==> config.mk <==
export PLATFORM = sky130hd
export DESIGN_NAME = mc_control_fsm
export DESIGN_NICKNAME = d
export VERILOG_FILES = /design/src/rtl/rv32_ctrl_pkg.sv /design/src/rtl/mc_opcode_decode.sv /design/src/rtl/mc_control_fsm.sv
export SDC_FILE = /design/constraint.sdc
export NUM_CORES = 1
export LEC_CHECK = 0
export CAP_MARGIN = 25
export CELL_PAD_IN_SITES_DETAIL_PLACEMENT = 1
export CELL_PAD_IN_SITES_GLOBAL_PLACEMENT = 1
export CORE_ASPECT_RATIO = 0.5
export CORE_MARGIN = 10
export CORE_UTILIZATION = 34
export DETAILED_ROUTE_END_ITERATION = 6
export PLACE_DENSITY = 0.89
export SYNTH_ARGS = -nofsm -noshare
export SYNTH_HDL_FRONTEND = slang
export SYNTH_SLANG_ARGS = --single-unit
==> constraint.sdc <==
create_clock -name clk -period 2.05 [get_ports clk]
set_input_delay 0.205 -clock clk [delete_from_list [all_inputs] [get_ports clk]]
set_output_delay 0.205 -clock clk [all_outputs]
set_load 0.1 [all_outputs]
==> src/rtl/rv32_ctrl_pkg.sv <==
// rv32_ctrl_pkg: shared state encoding, opcodes, mux selects and Moore decode for the multi-cycle RV32I control
package rv32_ctrl_pkg;

    typedef enum logic [3:0] {
        S_FETCH,
        S_DECODE,
        S_EXEC_R,
        S_EXEC_I,
        S_MEM_ADDR,
        S_MEM_RD,
        S_MEM_WR,
        S_WB_ALU,
        S_WB_MEM,
        S_BRANCH,
        S_JAL,
        S_JALR,
        S_LUI,
        S_AUIPC,
        S_TRAP
    } state_t;

    localparam logic [6:0] OP_R      = 7'b0110011;
    localparam logic [6:0] OP_IMM    = 7'b0010011;
    localparam logic [6:0] OP_LOAD   = 7'b0000011;
    localparam logic [6:0] OP_STORE  = 7'b0100011;
    localparam logic [6:0] OP_BRANCH = 7'b1100011;
    localparam logic [6:0] OP_JAL    = 7'b1101111;
    localparam logic [6:0] OP_JALR   = 7'b1100111;
    localparam logic [6:0] OP_LUI    = 7'b0110111;
    localparam logic [6:0] OP_AUIPC  = 7'b0010111;

    localparam logic [2:0] F3_SR = 3'b101;

    localparam logic [1:0] ALU_ADD   = 2'b00;
    localparam logic [1:0] ALU_SUB   = 2'b01;
    localparam logic [1:0] ALU_FUNCT = 2'b10;

    localparam logic [1:0] SRCA_PC    = 2'b00;
    localparam logic [1:0] SRCA_OLDPC = 2'b01;
    localparam logic [1:0] SRCA_RS1   = 2'b10;

    localparam logic [1:0] SRCB_RS2  = 2'b00;
    localparam logic [1:0] SRCB_IMM  = 2'b01;
    localparam logic [1:0] SRCB_FOUR = 2'b10;

    localparam logic [1:0] WBSEL_ALU = 2'b00;
    localparam logic [1:0] WBSEL_MEM = 2'b01;
    localparam logic [1:0] WBSEL_PC  = 2'b10;
    localparam logic [1:0] WBSEL_IMM = 2'b11;

    localparam logic PCSRC_ALU    = 1'b0;
    localparam logic PCSRC_ALUOUT = 1'b1;

    typedef struct packed {
        logic       mem_req;
        logic       mem_we;
        logic       pc_src;
        logic [1:0] alu_op;
        logic       alu_f7_en;
        logic [1:0] alu_src_a;
        logic [1:0] alu_src_b;
        logic       rf_we;
        logic [1:0] wb_sel;
        logic       illegal;
    } ctrl_t;

    // Moore outputs of a state; funct3 only matters for the shift-immediate funct7 gate
    function automatic ctrl_t moore_ctrl(input state_t s, input logic [2:0] f3);
        ctrl_t c;
        c = '0;
        case (s)
            S_FETCH: begin
                c.mem_req   = 1'b1;
                c.alu_src_a = SRCA_PC;
                c.alu_src_b = SRCB_FOUR;
                c.alu_op    = ALU_ADD;
                c.pc_src    = PCSRC_ALU;
            end
            S_DECODE: begin
                c.alu_src_a = SRCA_OLDPC;
                c.alu_src_b = SRCB_IMM;
            end
            S_EXEC_R: begin
                c.alu_src_a = SRCA_RS1;
                c.alu_src_b = SRCB_RS2;
                c.alu_op    = ALU_FUNCT;
                c.alu_f7_en = 1'b1;
            end
            S_EXEC_I: begin
                c.alu_src_a = SRCA_RS1;
                c.alu_src_b = SRCB_IMM;
                c.alu_op    = ALU_FUNCT;
                c.alu_f7_en = (f3 == F3_SR);
            end
            S_MEM_ADDR: begin
                c.alu_src_a = SRCA_RS1;
                c.alu_src_b = SRCB_IMM;
            end
            S_MEM_RD: c.mem_req = 1'b1;
            S_MEM_WR: begin
                c.mem_req = 1'b1;
                c.mem_we  = 1'b1;
            end
            S_WB_ALU: begin
                c.rf_we  = 1'b1;
                c.wb_sel = WBSEL_ALU;
            end
            S_WB_MEM: begin
                c.rf_we  = 1'b1;
                c.wb_sel = WBSEL_MEM;
            end
            S_BRANCH: begin
                c.alu_src_a = SRCA_RS1;
                c.alu_src_b = SRCB_RS2;
                c.alu_op    = ALU_SUB;
                c.pc_src    = PCSRC_ALUOUT;
            end
            S_JAL: begin
                c.rf_we  = 1'b1;
                c.wb_sel = WBSEL_PC;
                c.pc_src = PCSRC_ALUOUT;
            end
            S_JALR: begin
                c.alu_src_a = SRCA_RS1;
                c.alu_src_b = SRCB_IMM;
                c.pc_src    = PCSRC_ALU;
                c.rf_we     = 1'b1;
                c.wb_sel    = WBSEL_PC;
            end
            S_LUI: begin
                c.rf_we  = 1'b1;
                c.wb_sel = WBSEL_IMM;
            end
            S_AUIPC: begin
                c.alu_src_a = SRCA_OLDPC;
                c.alu_src_b = SRCB_IMM;
            end
            S_TRAP: c.illegal = 1'b1;
            default: c = '0;
        endcase
        return c;
    endfunction

endpackage

==> src/rtl/mc_opcode_decode.sv <==
// mc_opcode_decode: maps the IR opcode to the state that follows DECODE
module mc_opcode_decode
    import rv32_ctrl_pkg::*;
(
    input  logic [6:0] opcode,
    output state_t     next_state
);

    // Unknown opcodes fall through to TRAP
    always_comb begin
        case (opcode)
            OP_R:               next_state = S_EXEC_R;
            OP_IMM:             next_state = S_EXEC_I;
            OP_LOAD, OP_STORE:  next_state = S_MEM_ADDR;
            OP_BRANCH:          next_state = S_BRANCH;
            OP_JAL:             next_state = S_JAL;
            OP_JALR:            next_state = S_JALR;
            OP_LUI:             next_state = S_LUI;
            OP_AUIPC:           next_state = S_AUIPC;
            default:            next_state = S_TRAP;
        endcase
    end

endmodule

==> src/rtl/mc_control_fsm.sv <==
// mc_control_fsm: multi-cycle RV32I sequencer with registered Moore controls and handshake-qualified enables
module mc_control_fsm
    import rv32_ctrl_pkg::*;
(
    input  logic       clk,
    input  logic       rst_n,
    input  logic [6:0] opcode,
    input  logic [2:0] funct3,
    input  logic       br_taken,
    input  logic       mem_ready,
    output logic       mem_req,
    output logic       mem_we,
    output logic       ir_we,
    output logic       pc_we,
    output logic       pc_src,
    output logic [1:0] alu_op,
    output logic       alu_f7_en,
    output logic [1:0] alu_src_a,
    output logic [1:0] alu_src_b,
    output logic       rf_we,
    output logic [1:0] wb_sel,
    output logic       retire,
    output logic       illegal,
    output logic [3:0] state
);

    state_t state_q, state_d, dec_state;
    ctrl_t  ctrl_q, ctrl_d;

    mc_opcode_decode u_dec (
        .opcode     (opcode),
        .next_state (dec_state)
    );

    // Next state; mem_ready only matters in the three memory states
    always_comb begin
        state_d = state_q;
        case (state_q)
            S_FETCH:    state_d = mem_ready ? S_DECODE : S_FETCH;
            S_DECODE:   state_d = dec_state;
            S_EXEC_R:   state_d = S_WB_ALU;
            S_EXEC_I:   state_d = S_WB_ALU;
            S_MEM_ADDR: state_d = (opcode == OP_LOAD) ? S_MEM_RD : S_MEM_WR;
            S_MEM_RD:   state_d = mem_ready ? S_WB_MEM : S_MEM_RD;
            S_MEM_WR:   state_d = mem_ready ? S_FETCH : S_MEM_WR;
            S_AUIPC:    state_d = S_WB_ALU;
            S_TRAP:     state_d = S_TRAP;
            default:    state_d = S_FETCH;
        endcase
        ctrl_d = moore_ctrl(state_d, funct3);
    end

    // State and Moore controls are registered together so outputs are glitch-free
    always_ff @(posedge clk or negedge rst_n) begin
        if (!rst_n) begin
            state_q <= S_FETCH;
            ctrl_q  <= moore_ctrl(S_FETCH, 3'b000);
        end else begin
            state_q <= state_d;
            ctrl_q  <= ctrl_d;
        end
    end

    // Handshake/branch qualified strobes; all suppressed while reset is held
    always_comb begin
        ir_we  = rst_n && (state_q == S_FETCH) && mem_ready;
        pc_we  = rst_n && (((state_q == S_FETCH) && mem_ready) ||
                           ((state_q == S_BRANCH) && br_taken) ||
                           (state_q == S_JAL) || (state_q == S_JALR));
        retire = rst_n && ((state_q == S_WB_ALU) || (state_q == S_WB_MEM) ||
                           (state_q == S_BRANCH) || (state_q == S_JAL) ||
                           (state_q == S_JALR) || (state_q == S_LUI) ||
                           ((state_q == S_MEM_WR) && mem_ready));
    end

    // A reset abandons any access at once; the new fetch request appears on release
    assign mem_req   = ctrl_q.mem_req && rst_n;
    assign mem_we    = ctrl_q.mem_we && rst_n;
    assign pc_src    = ctrl_q.pc_src;
    assign alu_op    = ctrl_q.alu_op;
    assign alu_f7_en = ctrl_q.alu_f7_en;
    assign alu_src_a = ctrl_q.alu_src_a;
    assign alu_src_b = ctrl_q.alu_src_b;
    assign rf_we     = ctrl_q.rf_we;
    assign wb_sel    = ctrl_q.wb_sel;
    assign illegal   = ctrl_q.illegal;
    assign state     = state_q;

endmodule

==> run_summary.xml, run 1 <==
<?xml version="1.0" encoding="UTF-8"?>
<metrics>
  <group name="clock_network">
    <metric name="clock_tree.root_cell" unit="">clkbuf_8</metric>
    <metric name="clock_tree.htree_level_count" unit="">1</metric>
    <metric name="clk_lat_worst_skew" unit="ps">250</metric>
    <metric name="clock_tree_from_tritoncts" unit="">built</metric>
    <metric name="cts_buffers" unit="">3</metric>
    <metric name="cts_sinks" unit="">18</metric>
    <metric name="cts-hold-fix-buffers" unit="">0</metric>
    <metric name="cts.path.max_buffers" unit="">2</metric>
    <metric name="clkTransAtPathRegs" unit="ps">70</metric>
  </group>
  <group name="finish">
    <metric name="design.final.nets" unit="">187</metric>
    <metric name="antennaDiodeCount" unit="">0</metric>
    <metric name="areaGrowthSynthToFinish" unit="%">53.0</metric>
    <metric name="final_layout_size_suffix_gt1_frac" unit="">0.442</metric>
    <metric name="final.fill_count" unit="">359</metric>
  </group>
  <group name="global_route">
    <metric name="grt_max_degree" unit="">14</metric>
    <metric name="grt_first_pass_wirelength" unit="µm">5750</metric>
    <metric name="grt_remaining_overflow" unit="">0</metric>
    <metric name="grt_util_all_layers" unit="">0.118</metric>
    <metric name="grt_antenna_before_repair" unit="">0</metric>
    <metric name="grt_pass1_vias" unit="">1144</metric>
  </group>
  <group name="routing">
    <metric name="maxUsedRoutingLayer" unit="">met4</metric>
    <metric name="wl_met2" unit="µm">2090</metric>
    <metric name="drt_first_iter_violations" unit="">52</metric>
    <metric name="firstDrtPassIters" unit="">4</metric>
    <metric name="detail_route.wirelength.met1" unit="µm">1550</metric>
    <metric name="wl_met3" unit="µm">140</metric>
    <metric name="route.antenna.remaining_nets" unit="">0</metric>
    <metric name="vias" unit="">1068</metric>
    <metric name="drc_errors" unit="">0</metric>
    <metric name="route.detailed.vias_per_inst" unit="">5.04</metric>
    <metric name="wl_per_cell" unit="µm">18.0</metric>
    <metric name="totalWireLength" unit="µm">3810</metric>
  </group>
  <group name="die">
    <metric name="die_y" unit="µm">61.2</metric>
    <metric name="placement_rows" unit="">14</metric>
    <metric name="die_w" unit="µm">102</metric>
    <metric name="core_area" unit="µm²">3140</metric>
    <metric name="die_footprint" unit="µm²">6270</metric>
    <metric name="boundaryPins" unit="">35</metric>
    <metric name="floorplan.initialDensity" unit="">0.369</metric>
  </group>
  <group name="worst_setup_path">
    <metric name="crit_path_top_delay_cell" unit="">dfrtp_4</metric>
    <metric name="crit_fanout" unit="">11</metric>
    <metric name="end_kind" unit="">register</metric>
    <metric name="worst-setup-path-type" unit="">reg2reg</metric>
    <metric name="timing.critical_path.from_type" unit="">register</metric>
    <metric name="critPathBufInv" unit="">0</metric>
    <metric name="worst_path_dominant_cell_family" unit="">compound AO/OA/AOI/OAI gates</metric>
    <metric name="critPathMaxStageDelay" unit="ps">540</metric>
    <metric name="worstPathCellList" unit="">and2_4, o21a_1, o21ai_2, o2111ai_4, or2_4, o21a_4, o221ai_2</metric>
    <metric name="crit_arrival" unit="ps">2160</metric>
    <metric name="cp.required" unit="ps">2220</metric>
  </group>
  <group name="yosys">
    <metric name="netlist_top_cells_area" unit="">dfrtp_1 (35%), buf_4 (5.2%), dfstp_2 (4.5%), nand2_1 (4.2%), nor2_1 (3.2%)</metric>
    <metric name="ys.warnings.count" unit="">0</metric>
    <metric name="yosysTopAreaCellShare" unit="">0.346</metric>
    <metric name="yosys_most_used_dff" unit="">dfrtp_1</metric>
    <metric name="synth_fp_nets" unit="">137</metric>
    <metric name="post_synth.cell_area_avg" unit="µm²">9.40</metric>
    <metric name="postSynthCellCount" unit="">123</metric>
    <metric name="post_synth_instance_area" unit="µm²">1160</metric>
    <metric name="synth_largest_area_cell" unit="">dfrtp_1</metric>
    <metric name="ys_async_sr_fraction" unit="">1.00</metric>
    <metric name="ys_ff_latch" unit="">18</metric>
    <metric name="synth_seq_area_share" unit="">0.392</metric>
    <metric name="number_of_distinct_standard_cells_referenced_by_the_synthesized_netlist" unit="">48</metric>
    <metric name="synth-edff-count" unit="">0</metric>
  </group>
  <group name="run_status">
    <metric name="status" unit="">completed</metric>
  </group>
  <group name="flow_run">
    <metric name="max-cap-violations" unit="">0</metric>
  </group>
  <group name="timing">
    <metric name="finalClockSkew" unit="ps">5.87</metric>
    <metric name="finalSetupViolations" unit="">0</metric>
    <metric name="worst_hold_slack" unit="ps">324</metric>
    <metric name="finalMaxSlewViolations" unit="">0</metric>
    <metric name="slew_headroom" unit="">0.766</metric>
    <metric name="hold_violations" unit="">0</metric>
    <metric name="worst_margin_slew" unit="ps">350</metric>
    <metric name="fmax" unit="MHz">503</metric>
    <metric name="final_clock_period_utilization_by_the_worst_path" unit="">0.969</metric>
    <metric name="finalWorstPathRequiredPeriod" unit="ps">1990</metric>
  </group>
  <group name="placement">
    <metric name="place.gp.congestion" unit="">0.800</metric>
    <metric name="portBuffers" unit="">34</metric>
    <metric name="dp.final_hpwl" unit="µm">2870</metric>
  </group>
  <group name="worst_hold_path">
    <metric name="min-delay-path-class" unit="">in2async</metric>
  </group>
</metrics>
[synthesized netlist by cell type (all sizes together), types with 3 or more instances]
cell / count
dfrtp: 16
buf: 14
nand2: 13
nor2: 10
inv: 7
nor3: 7
nand2b: 4
nor2b: 4
o21ai: 4
a21oi: 3
and2: 3
xnor2: 3
[worst register-to-register path, stage by stage, from the launching register on]
cell and delay (ps):
dfrtp_4 540, and2_4 170, o21a_1 190, o21ai_2 170, o2111ai_4 190, or2_4 290, o21a_4 220, o221ai_2 140
[cells in the final DEF (no fill, tap or decap), types with 3 or more instances in the layout]
cell             count
a21oi_1              3
buf_12               5
buf_4               40
clkbuf_8             4
clkdlybuf4s50_1     10
dfrtp_1             12
dfrtp_4              3
dlymetal6s2s_1       3
inv_1                6
nand2_1             13
nand2b_1             3
nor2_1              10
nor2b_1              4
nor3_1               7
o21ai_0              3
xnor2_1              3
[final cells by class]
class	count	area, µm²	area share
inverters	7	28.8	0.0163
clock buffers	4	55.1	0.0311
multi-input cells	84	627	0.354
repair buffers	59	543	0.307
well taps	40	50.0	0.0283
flip-flops and latches	18	465	0.263
[per-stage QoR]
step	cells	setup WS, ps	utilization	instance area [µm²]	TNS (ps)
floorplan	123	-77.7	-	1210	-181
global placement	204	-56.4	0.529	1660	-215
detailed placement	204	-166	0.529	1660	-957
CTS	208	45.8	0.546	1710	0
global route	212	-21.2	0.564	1770	-40.0
finish	212	62.8	0.564	1770	0
[state kept, by name (all words and copies together) (netlist names)]
signal     cells
alu_op         2
alu_src_a      2
ctrl_q         2
rf_we          1
wb_sel         2
alu_f7_en      1
state          4
illegal        1
pc_src         1
alu_src_b      2
[cell families (layout without fill, tap and decap cells)]
| group | after synthesis | in the layout | share of synthesized area |
|---|---|---|---|
| AOI/OAI and AO/OA | 24 | 24 | 0.184 |
| DFF | 18 | 18 | 0.392 |
| muxes | 2 | 2 | 0.0292 |
| buffers and inverters | 21 | 70 | 0.108 |
| xor gates and xnor gates | 3 | 3 | 0.0227 |
| and+or+nand+nor | 55 | 55 | 0.264 |
[final timing paths]
path / startpoint / endpoint / slack (ps) / cells after the start
max in group asynchronous: rst_n / ctrl_q[13] / 1270 / 3
setup reg to reg: state[3] / rf_we / 60 / 7
min in group clk: funct3[0] / alu_f7_en / 640 / 3
setup / recovery: state[3] / rf_we / 60 / 7
hold reg to reg: state[1] / rf_we / 740 / 3
hold / removal: rst_n / illegal / 320 / 2
[routing by layer]
metal | track usage | vias up
met3 | 0.0257 | 2
met1 | 0.121 | 523
met4 | 0.0299 | 0
li1 | - | 517
met5 | 0 | -
met2 | 0.241 | 26
[timing repair]
item,in CTS,in global routing
setup endpoints to repair,0,3
buffers inserted,0,4
resized for setup,0,7
Power of run 1 is left out: the tool's default activity adds up to more than one toggle a clock period on the data nets, which glitch-free logic cannot reach.
==> run 2, diff against run 1 <==
- CORE_MARGIN: 10 -> 2
- CORE_UTILIZATION: 34 -> 35
- PLACE_DENSITY: 0.89 -> 0.91
- SYNTH_HIERARCHICAL: default -> 1
==> run_summary.xml, run 2 <==
<?xml version="1.0" encoding="UTF-8"?>
<metrics>
  <group name="timing">
    <metric name="fmax" unit="MHz">474</metric>
    <metric name="final_clock_period_utilization_by_the_worst_path" unit="">1.03</metric>
    <metric name="finalClockSkew" unit="ps">5.01</metric>
    <metric name="final.setup.tns" unit="ps">-136</metric>
    <metric name="hold_violations" unit="">0</metric>
    <metric name="finalWorstPathRequiredPeriod" unit="ps">2110</metric>
    <metric name="slew_headroom" unit="">0.688</metric>
    <metric name="finalMaxSlewViolations" unit="">0</metric>
    <metric name="fin_ws" unit="ps">-58.5</metric>
    <metric name="worst_margin_slew" unit="ps">467</metric>
    <metric name="finalSetupViolations" unit="">3</metric>
  </group>
  <group name="finish">
    <metric name="area.sequential" unit="µm²">465</metric>
    <metric name="areaGrowthSynthToFinish" unit="%">63.3</metric>
    <metric name="final_cell_mix" unit="">buf_4 (46), nand2_1 (13), dfrtp_1 (12)</metric>
    <metric name="design.final.nets" unit="">198</metric>
    <metric name="largest_register_ff_count" unit="">4</metric>
    <metric name="layout_commonest_cell" unit="">buf_4</metric>
    <metric name="multi_input_comb_area" unit="µm²">727</metric>
    <metric name="final_layout_size_suffix_gt1_frac" unit="">0.508</metric>
    <metric name="final.fill_count" unit="">346</metric>
    <metric name="instances_no_fill" unit="">223</metric>
    <metric name="postLayoutCellArea" unit="µm²">1940</metric>
    <metric name="antennaDiodeCount" unit="">0</metric>
  </group>
  <group name="yosys">
    <metric name="number_of_distinct_standard_cells_referenced_by_the_synthesized_netlist" unit="">44</metric>
    <metric name="ys.warnings.count" unit="">6</metric>
    <metric name="postSynthCellCount" unit="">128</metric>
    <metric name="yosys_most_used_dff" unit="">dfrtp_1</metric>
    <metric name="synth_common_cells" unit="">dfrtp_1 (16), nand2_1 (14), nor2_1 (9), buf_4 (8), a21oi_1 (6)</metric>
    <metric name="post_synth_instance_area" unit="µm²">1190</metric>
    <metric name="ys_ff_latch" unit="">18</metric>
    <metric name="ys_async_sr_fraction" unit="">1.00</metric>
    <metric name="netlist_top_cells_area" unit="">dfrtp_1 (34%), buf_4 (5.1%), dfstp_2 (4.4%), nand2_1 (4.4%), buf_6 (3.8%)</metric>
    <metric name="synth_largest_area_cell" unit="">dfrtp_1</metric>
    <metric name="yosys.cell_count.top_type" unit="">dfrtp_1</metric>
    <metric name="post_synth.cell_area_avg" unit="µm²">9.28</metric>
    <metric name="yosysTopAreaCellShare" unit="">0.337</metric>
    <metric name="synth_seq_area_share" unit="">0.381</metric>
    <metric name="synth-edff-count" unit="">0</metric>
    <metric name="synth_fp_nets" unit="">142</metric>
  </group>
  <group name="worst_setup_path">
    <metric name="worst-setup-path-type" unit="">reg2reg</metric>
    <metric name="end_kind" unit="">register</metric>
    <metric name="worstPathCellList" unit="">buf_4, nor2b_1, maj3_1, a221o_2, inv_4, a31oi_1, a211oi_2</metric>
    <metric name="worst_path_dominant_cell_family" unit="">compound AO/OA/AOI/OAI gates</metric>
    <metric name="timing.critical_path.from_type" unit="">register</metric>
    <metric name="critPathBufInv" unit="">2</metric>
    <metric name="crit_fanout" unit="">8</metric>
    <metric name="critPathMaxStageDelay" unit="ps">460</metric>
    <metric name="crit_arrival" unit="ps">2280</metric>
    <metric name="cp.required" unit="ps">2220</metric>
    <metric name="crit_path_top_delay_cell" unit="">dfrtp_4</metric>
  </group>
  <group name="die">
    <metric name="die_y" unit="µm">45.2</metric>
    <metric name="die_footprint" unit="µm²">3900</metric>
    <metric name="floorplan.initialDensity" unit="">0.381</metric>
    <metric name="placement_rows" unit="">14</metric>
    <metric name="boundaryPins" unit="">35</metric>
    <metric name="core_area" unit="µm²">3120</metric>
    <metric name="die_w" unit="µm">86.4</metric>
  </group>
  <group name="placement">
    <metric name="dp_cells" unit="">207</metric>
    <metric name="placedInstanceArea" unit="µm²">1670</metric>
    <metric name="place.gp.congestion" unit="">0.865</metric>
    <metric name="portBuffers" unit="">34</metric>
    <metric name="post-place-ws" unit="ps">-394</metric>
    <metric name="dp.final_hpwl" unit="µm">2610</metric>
  </group>
  <group name="clock_network">
    <metric name="cts_buffers" unit="">3</metric>
    <metric name="clock_tree_from_tritoncts" unit="">built</metric>
    <metric name="cts-hold-fix-buffers" unit="">0</metric>
    <metric name="clkTransAtPathRegs" unit="ps">80</metric>
    <metric name="clock_tree.htree_level_count" unit="">1</metric>
    <metric name="cts.path.max_buffers" unit="">2</metric>
    <metric name="clock_tree.root_cell" unit="">clkbuf_8</metric>
    <metric name="clk_lat_worst_skew" unit="ps">260</metric>
    <metric name="cts_sinks" unit="">18</metric>
  </group>
  <group name="routing">
    <metric name="wl_per_cell" unit="µm">22.7</metric>
    <metric name="wl_met3" unit="µm">315</metric>
    <metric name="totalWireLength" unit="µm">5070</metric>
    <metric name="wl_met2" unit="µm">2600</metric>
    <metric name="route.antenna.remaining_nets" unit="">0</metric>
    <metric name="maxUsedRoutingLayer" unit="">met4</metric>
    <metric name="detail_route.wirelength.met1" unit="µm">2050</metric>
    <metric name="drt_first_iter_violations" unit="">72</metric>
    <metric name="vias" unit="">1282</metric>
    <metric name="drc_errors" unit="">0</metric>
    <metric name="route.detailed.vias_per_inst" unit="">5.75</metric>
    <metric name="firstDrtPassIters" unit="">4</metric>
  </group>
  <group name="worst_hold_path">
    <metric name="min-delay-path-class" unit="">in2async</metric>
  </group>
  <group name="global_route">
    <metric name="grt_util_all_layers" unit="">0.212</metric>
    <metric name="grt_antenna_before_repair" unit="">0</metric>
    <metric name="grt_remaining_overflow" unit="">0</metric>
    <metric name="grt_max_degree" unit="">15</metric>
    <metric name="grt_pass1_vias" unit="">1175</metric>
    <metric name="grt_first_pass_wirelength" unit="µm">6030</metric>
  </group>
  <group name="run_status">
    <metric name="failing_checks" unit="">negative setup slack</metric>
    <metric name="status" unit="">finished with violations</metric>
  </group>
  <group name="flow_run">
    <metric name="max-cap-violations" unit="">0</metric>
  </group>
</metrics>
## run 2: cell count changes after synthesis, moves of 2 or more
cell | before | now
a211oi_2 | 0 | 2
inv_1 | 6 | 4
a21oi_1 | 3 | 6
buf_6 | 1 | 4
nor3_1 | 7 | 5
nand3b_1 | 1 | 4
nand3_1 | 2 | 5
## run 2: logic make-up (layout without fill, tap and decap cells)
logic type	Yosys count	in the layout	synth area share
buffers and inverters	21	75	0.122
AND/OR/NAND/NOR	58	58	0.276
multiplexers	1	1	0.00843
AO/OA/AOI/OAI	27	28	0.189
XOR/XNOR	2	2	0.0148
adder cells (fa/ha/maj)	1	1	0.00843
flip-flops	18	18	0.381
## run 2: per-stage QoR
stage / hold slack, ps / util
2_1_floorplan: -90.6 / -
3_3_place_gp: 607 / 0.537
5_1_grt: 442 / 0.622
4_1_cts: 361 / 0.569
3_5_place_dp: 635 / 0.537
6_report: 421 / 0.622
## run 2: layer usage
| layer | up-vias | GRT usage |
|---|---|---|
| met4 | 0 | 0.0875 |
| met5 | - | 0 |
| li1 | 558 | - |
| met2 | 65 | 0.408 |
| met1 | 647 | 0.232 |
| met3 | 12 | 0.0494 |
## run 2: worst paths after layout
check	start	to	slack, ps	cells past startpoint
worst max-delay path	state[3]	ctrl_q[13]	-60	7
worst min-delay path	rst_n	state[1]	420	2
worst max register to register	state[3]	ctrl_q[13]	-60	7
worst min register to register	state[0]	state[0]	950	2
max in group asynchronous	rst_n	alu_src_b[1]	1350	2
min in group clk	funct3[2]	alu_f7_en	530	3
## run 2: layout make-up
class	instances	share of cell area
Clock buffer	4	0.0284
Inverter	5	0.0110
Tap cell	40	0.0258
Multi-Input combinational cell	90	0.375
Sequential cell	18	0.240
Timing Repair Buffer	66	0.320
## run 2: timing repair
item / 4_1_cts / 5_1_grt
buffers inserted: 2 / 9
gates cloned: 0 / 1
setup endpoints to repair: 8 / 12
pin swaps: 5 / 10
resized for setup: 4 / 27
Power of run 2 is left out for the same reason.
==> run 3, diff against run 2 <==
- GPL_TIMING_DRIVEN: default -> 0
==> run_summary.xml, run 3 (same netlist as run 2, synthesis figures left out) <==
<?xml version="1.0" encoding="UTF-8"?>
<metrics>
  <group name="timing">
    <metric name="hold_violations" unit="">0</metric>
    <metric name="finalWorstPathRequiredPeriod" unit="ps">2090</metric>
    <metric name="unrepaired_setup_endpoints_after_global_routing" unit="">yes</metric>
    <metric name="fin_ws" unit="ps">-38.2</metric>
    <metric name="finalSetupViolations" unit="">5</metric>
    <metric name="fmax" unit="MHz">479</metric>
    <metric name="final_clock_period_utilization_by_the_worst_path" unit="">1.02</metric>
    <metric name="finalMaxSlewViolations" unit="">0</metric>
    <metric name="worst_margin_slew" unit="ps">992</metric>
    <metric name="finalClockSkew" unit="ps">6.34</metric>
    <metric name="slew_headroom" unit="">0.338</metric>
  </group>
  <group name="global_route">
    <metric name="grt_max_degree" unit="">23</metric>
    <metric name="grt_antenna_before_repair" unit="">0</metric>
    <metric name="grt_pass1_vias" unit="">1030</metric>
    <metric name="grt_first_pass_wirelength" unit="µm">5040</metric>
    <metric name="grt_remaining_overflow" unit="">0</metric>
    <metric name="grt_util_all_layers" unit="">0.172</metric>
  </group>
  <group name="worst_setup_path">
    <metric name="critPathMaxStageDelay" unit="ps">590</metric>
    <metric name="critPathBufInv" unit="">2</metric>
    <metric name="worst_path_dominant_cell_family" unit="">simple AND/OR/NAND/NOR gates</metric>
    <metric name="regToRegSetupSlack" unit="ps">-40</metric>
    <metric name="timing.critical_path.from_type" unit="">register</metric>
    <metric name="end_kind" unit="">register</metric>
    <metric name="crit_arrival" unit="ps">2250</metric>
    <metric name="critical_path_cell_count" unit="">7</metric>
    <metric name="worst-setup-path-type" unit="">reg2reg</metric>
    <metric name="worst-r2r-cell-count" unit="">7</metric>
    <metric name="crit_path_top_delay_cell" unit="">or4b_4</metric>
    <metric name="crit_fanout" unit="">5</metric>
    <metric name="cp.required" unit="ps">2210</metric>
    <metric name="worstPathCellList" unit="">buf_8, or4b_4, o21bai_4, nand4bb_4, buf_6, o21ba_1, a31oi_1</metric>
  </group>
  <group name="routing">
    <metric name="route.antenna.remaining_nets" unit="">0</metric>
    <metric name="route.detailed.vias_per_inst" unit="">5.33</metric>
    <metric name="vias" unit="">1147</metric>
    <metric name="totalWireLength" unit="µm">3720</metric>
    <metric name="firstDrtPassIters" unit="">6</metric>
    <metric name="wl_per_cell" unit="µm">17.3</metric>
    <metric name="drc_errors" unit="">0</metric>
    <metric name="drt_first_iter_violations" unit="">74</metric>
  </group>
  <group name="clock_network">
    <metric name="cts-hold-fix-buffers" unit="">0</metric>
    <metric name="clock_tree_from_tritoncts" unit="">built</metric>
    <metric name="cts_buffers" unit="">3</metric>
    <metric name="clk_lat_worst_skew" unit="ps">250</metric>
    <metric name="clock_tree.root_cell" unit="">clkbuf_8</metric>
    <metric name="cts_sinks" unit="">18</metric>
    <metric name="clkTransAtPathRegs" unit="ps">70</metric>
    <metric name="clock_tree.htree_level_count" unit="">1</metric>
    <metric name="cts.path.max_buffers" unit="">2</metric>
  </group>
  <group name="run_status">
    <metric name="status" unit="">finished with violations</metric>
    <metric name="failing_checks" unit="">negative setup slack</metric>
  </group>
  <group name="die">
    <metric name="floorplan.initialDensity" unit="">0.381</metric>
    <metric name="die_w" unit="µm">86.4</metric>
    <metric name="placement_rows" unit="">14</metric>
    <metric name="boundaryPins" unit="">35</metric>
    <metric name="die_footprint" unit="µm²">3900</metric>
    <metric name="core_area" unit="µm²">3120</metric>
    <metric name="die_y" unit="µm">45.2</metric>
  </group>
  <group name="finish">
    <metric name="area.sequential" unit="µm²">465</metric>
    <metric name="final.fill_count" unit="">358</metric>
    <metric name="layout_commonest_cell" unit="">clkdlybuf4s50_1</metric>
    <metric name="postLayoutCellArea" unit="µm²">1840</metric>
    <metric name="multi_input_comb_area" unit="µm²">724</metric>
    <metric name="final_cell_mix" unit="">clkdlybuf4s50_1 (17), buf_4 (14), nand2_1 (13)</metric>
    <metric name="areaGrowthSynthToFinish" unit="%">55.0</metric>
    <metric name="final_layout_size_suffix_gt1_frac" unit="">0.400</metric>
    <metric name="largest_register_ff_count" unit="">4</metric>
    <metric name="design.final.nets" unit="">190</metric>
    <metric name="antennaDiodeCount" unit="">0</metric>
  </group>
  <group name="placement">
    <metric name="portBuffers" unit="">34</metric>
    <metric name="place.gp.congestion" unit="">0.753</metric>
    <metric name="placedInstanceArea" unit="µm²">1630</metric>
    <metric name="dp.final_hpwl" unit="µm">2380</metric>
  </group>
  <group name="flow_run">
    <metric name="max-cap-violations" unit="">0</metric>
  </group>
  <group name="worst_hold_path">
    <metric name="min-delay-path-class" unit="">in2async</metric>
  </group>
</metrics>
==> run 3: per-layer routing <==
layer  part of all wire  wire length (µm)  global-route usage  vias to the layer above
li1                   -                 -                   -                      535
met1               0.44              1650               0.221                      565
met2               0.50              1880               0.298                       39
met3              0.033               122              0.0293                        8
met4              0.021                78              0.0625                        0
met5                  0                 0                   0                        -
==> run 3: final cells by class <==
class                      count  area share
clock buffer                   4      0.0245
sequential                    18       0.253
tap                           40      0.0272
buffer                        16      0.0721
inverter                       5      0.0116
timing repair buffer          43       0.218
multi-input combinational     89       0.394
==> run 3: worst reg2reg max path, cell delays in order (launching register included) <==
cell       delay (ps)
dfrtp_4           480
buf_8             130
or4b_4            590
o21bai_4          220
nand4bb_4         120
buf_6             140
o21ba_1           150
a31oi_1           160
==> run 3: metrics by stage <==
stage / hold slack [ps] / utilization / setup WS (ps) / cells / setup TNS, ps
floorplan: -90.6 / - / -200 / 128 / -200
global placement: 739 / 0.523 / -1080 / 202 / -8890
detailed placement: 774 / 0.523 / -1180 / 202 / -10170
CTS: 20.9 / 0.545 / 16.6 / 208 / 0
global route: 37.3 / 0.590 / -124 / 215 / -564
finish: 7.43 / 0.590 / -38.2 / 215 / -142
==> run 3: worst paths after layout <==
path,to,from
worst min-delay path,state[1],rst_n
min in group clk,alu_f7_en,funct3[0]
worst max-delay path,rf_we,state[1]
worst min register to register,alu_src_b[1],state[0]
max in group asynchronous,state[2],rst_n
worst max register to register,rf_we,state[1]
==> run 3: what timing repair did <==
| item | CTS | global route |
|---|---|---|
| pin swaps | 2 | 6 |
| endpoints found under the setup margin | 18 | 16 |
| gates resized for setup | 36 | 30 |
| endpoints found under the hold margin | 0 | 0 |
| buffers inserted | 2 | 7 |
Power of run 3 is left out for the same reason.
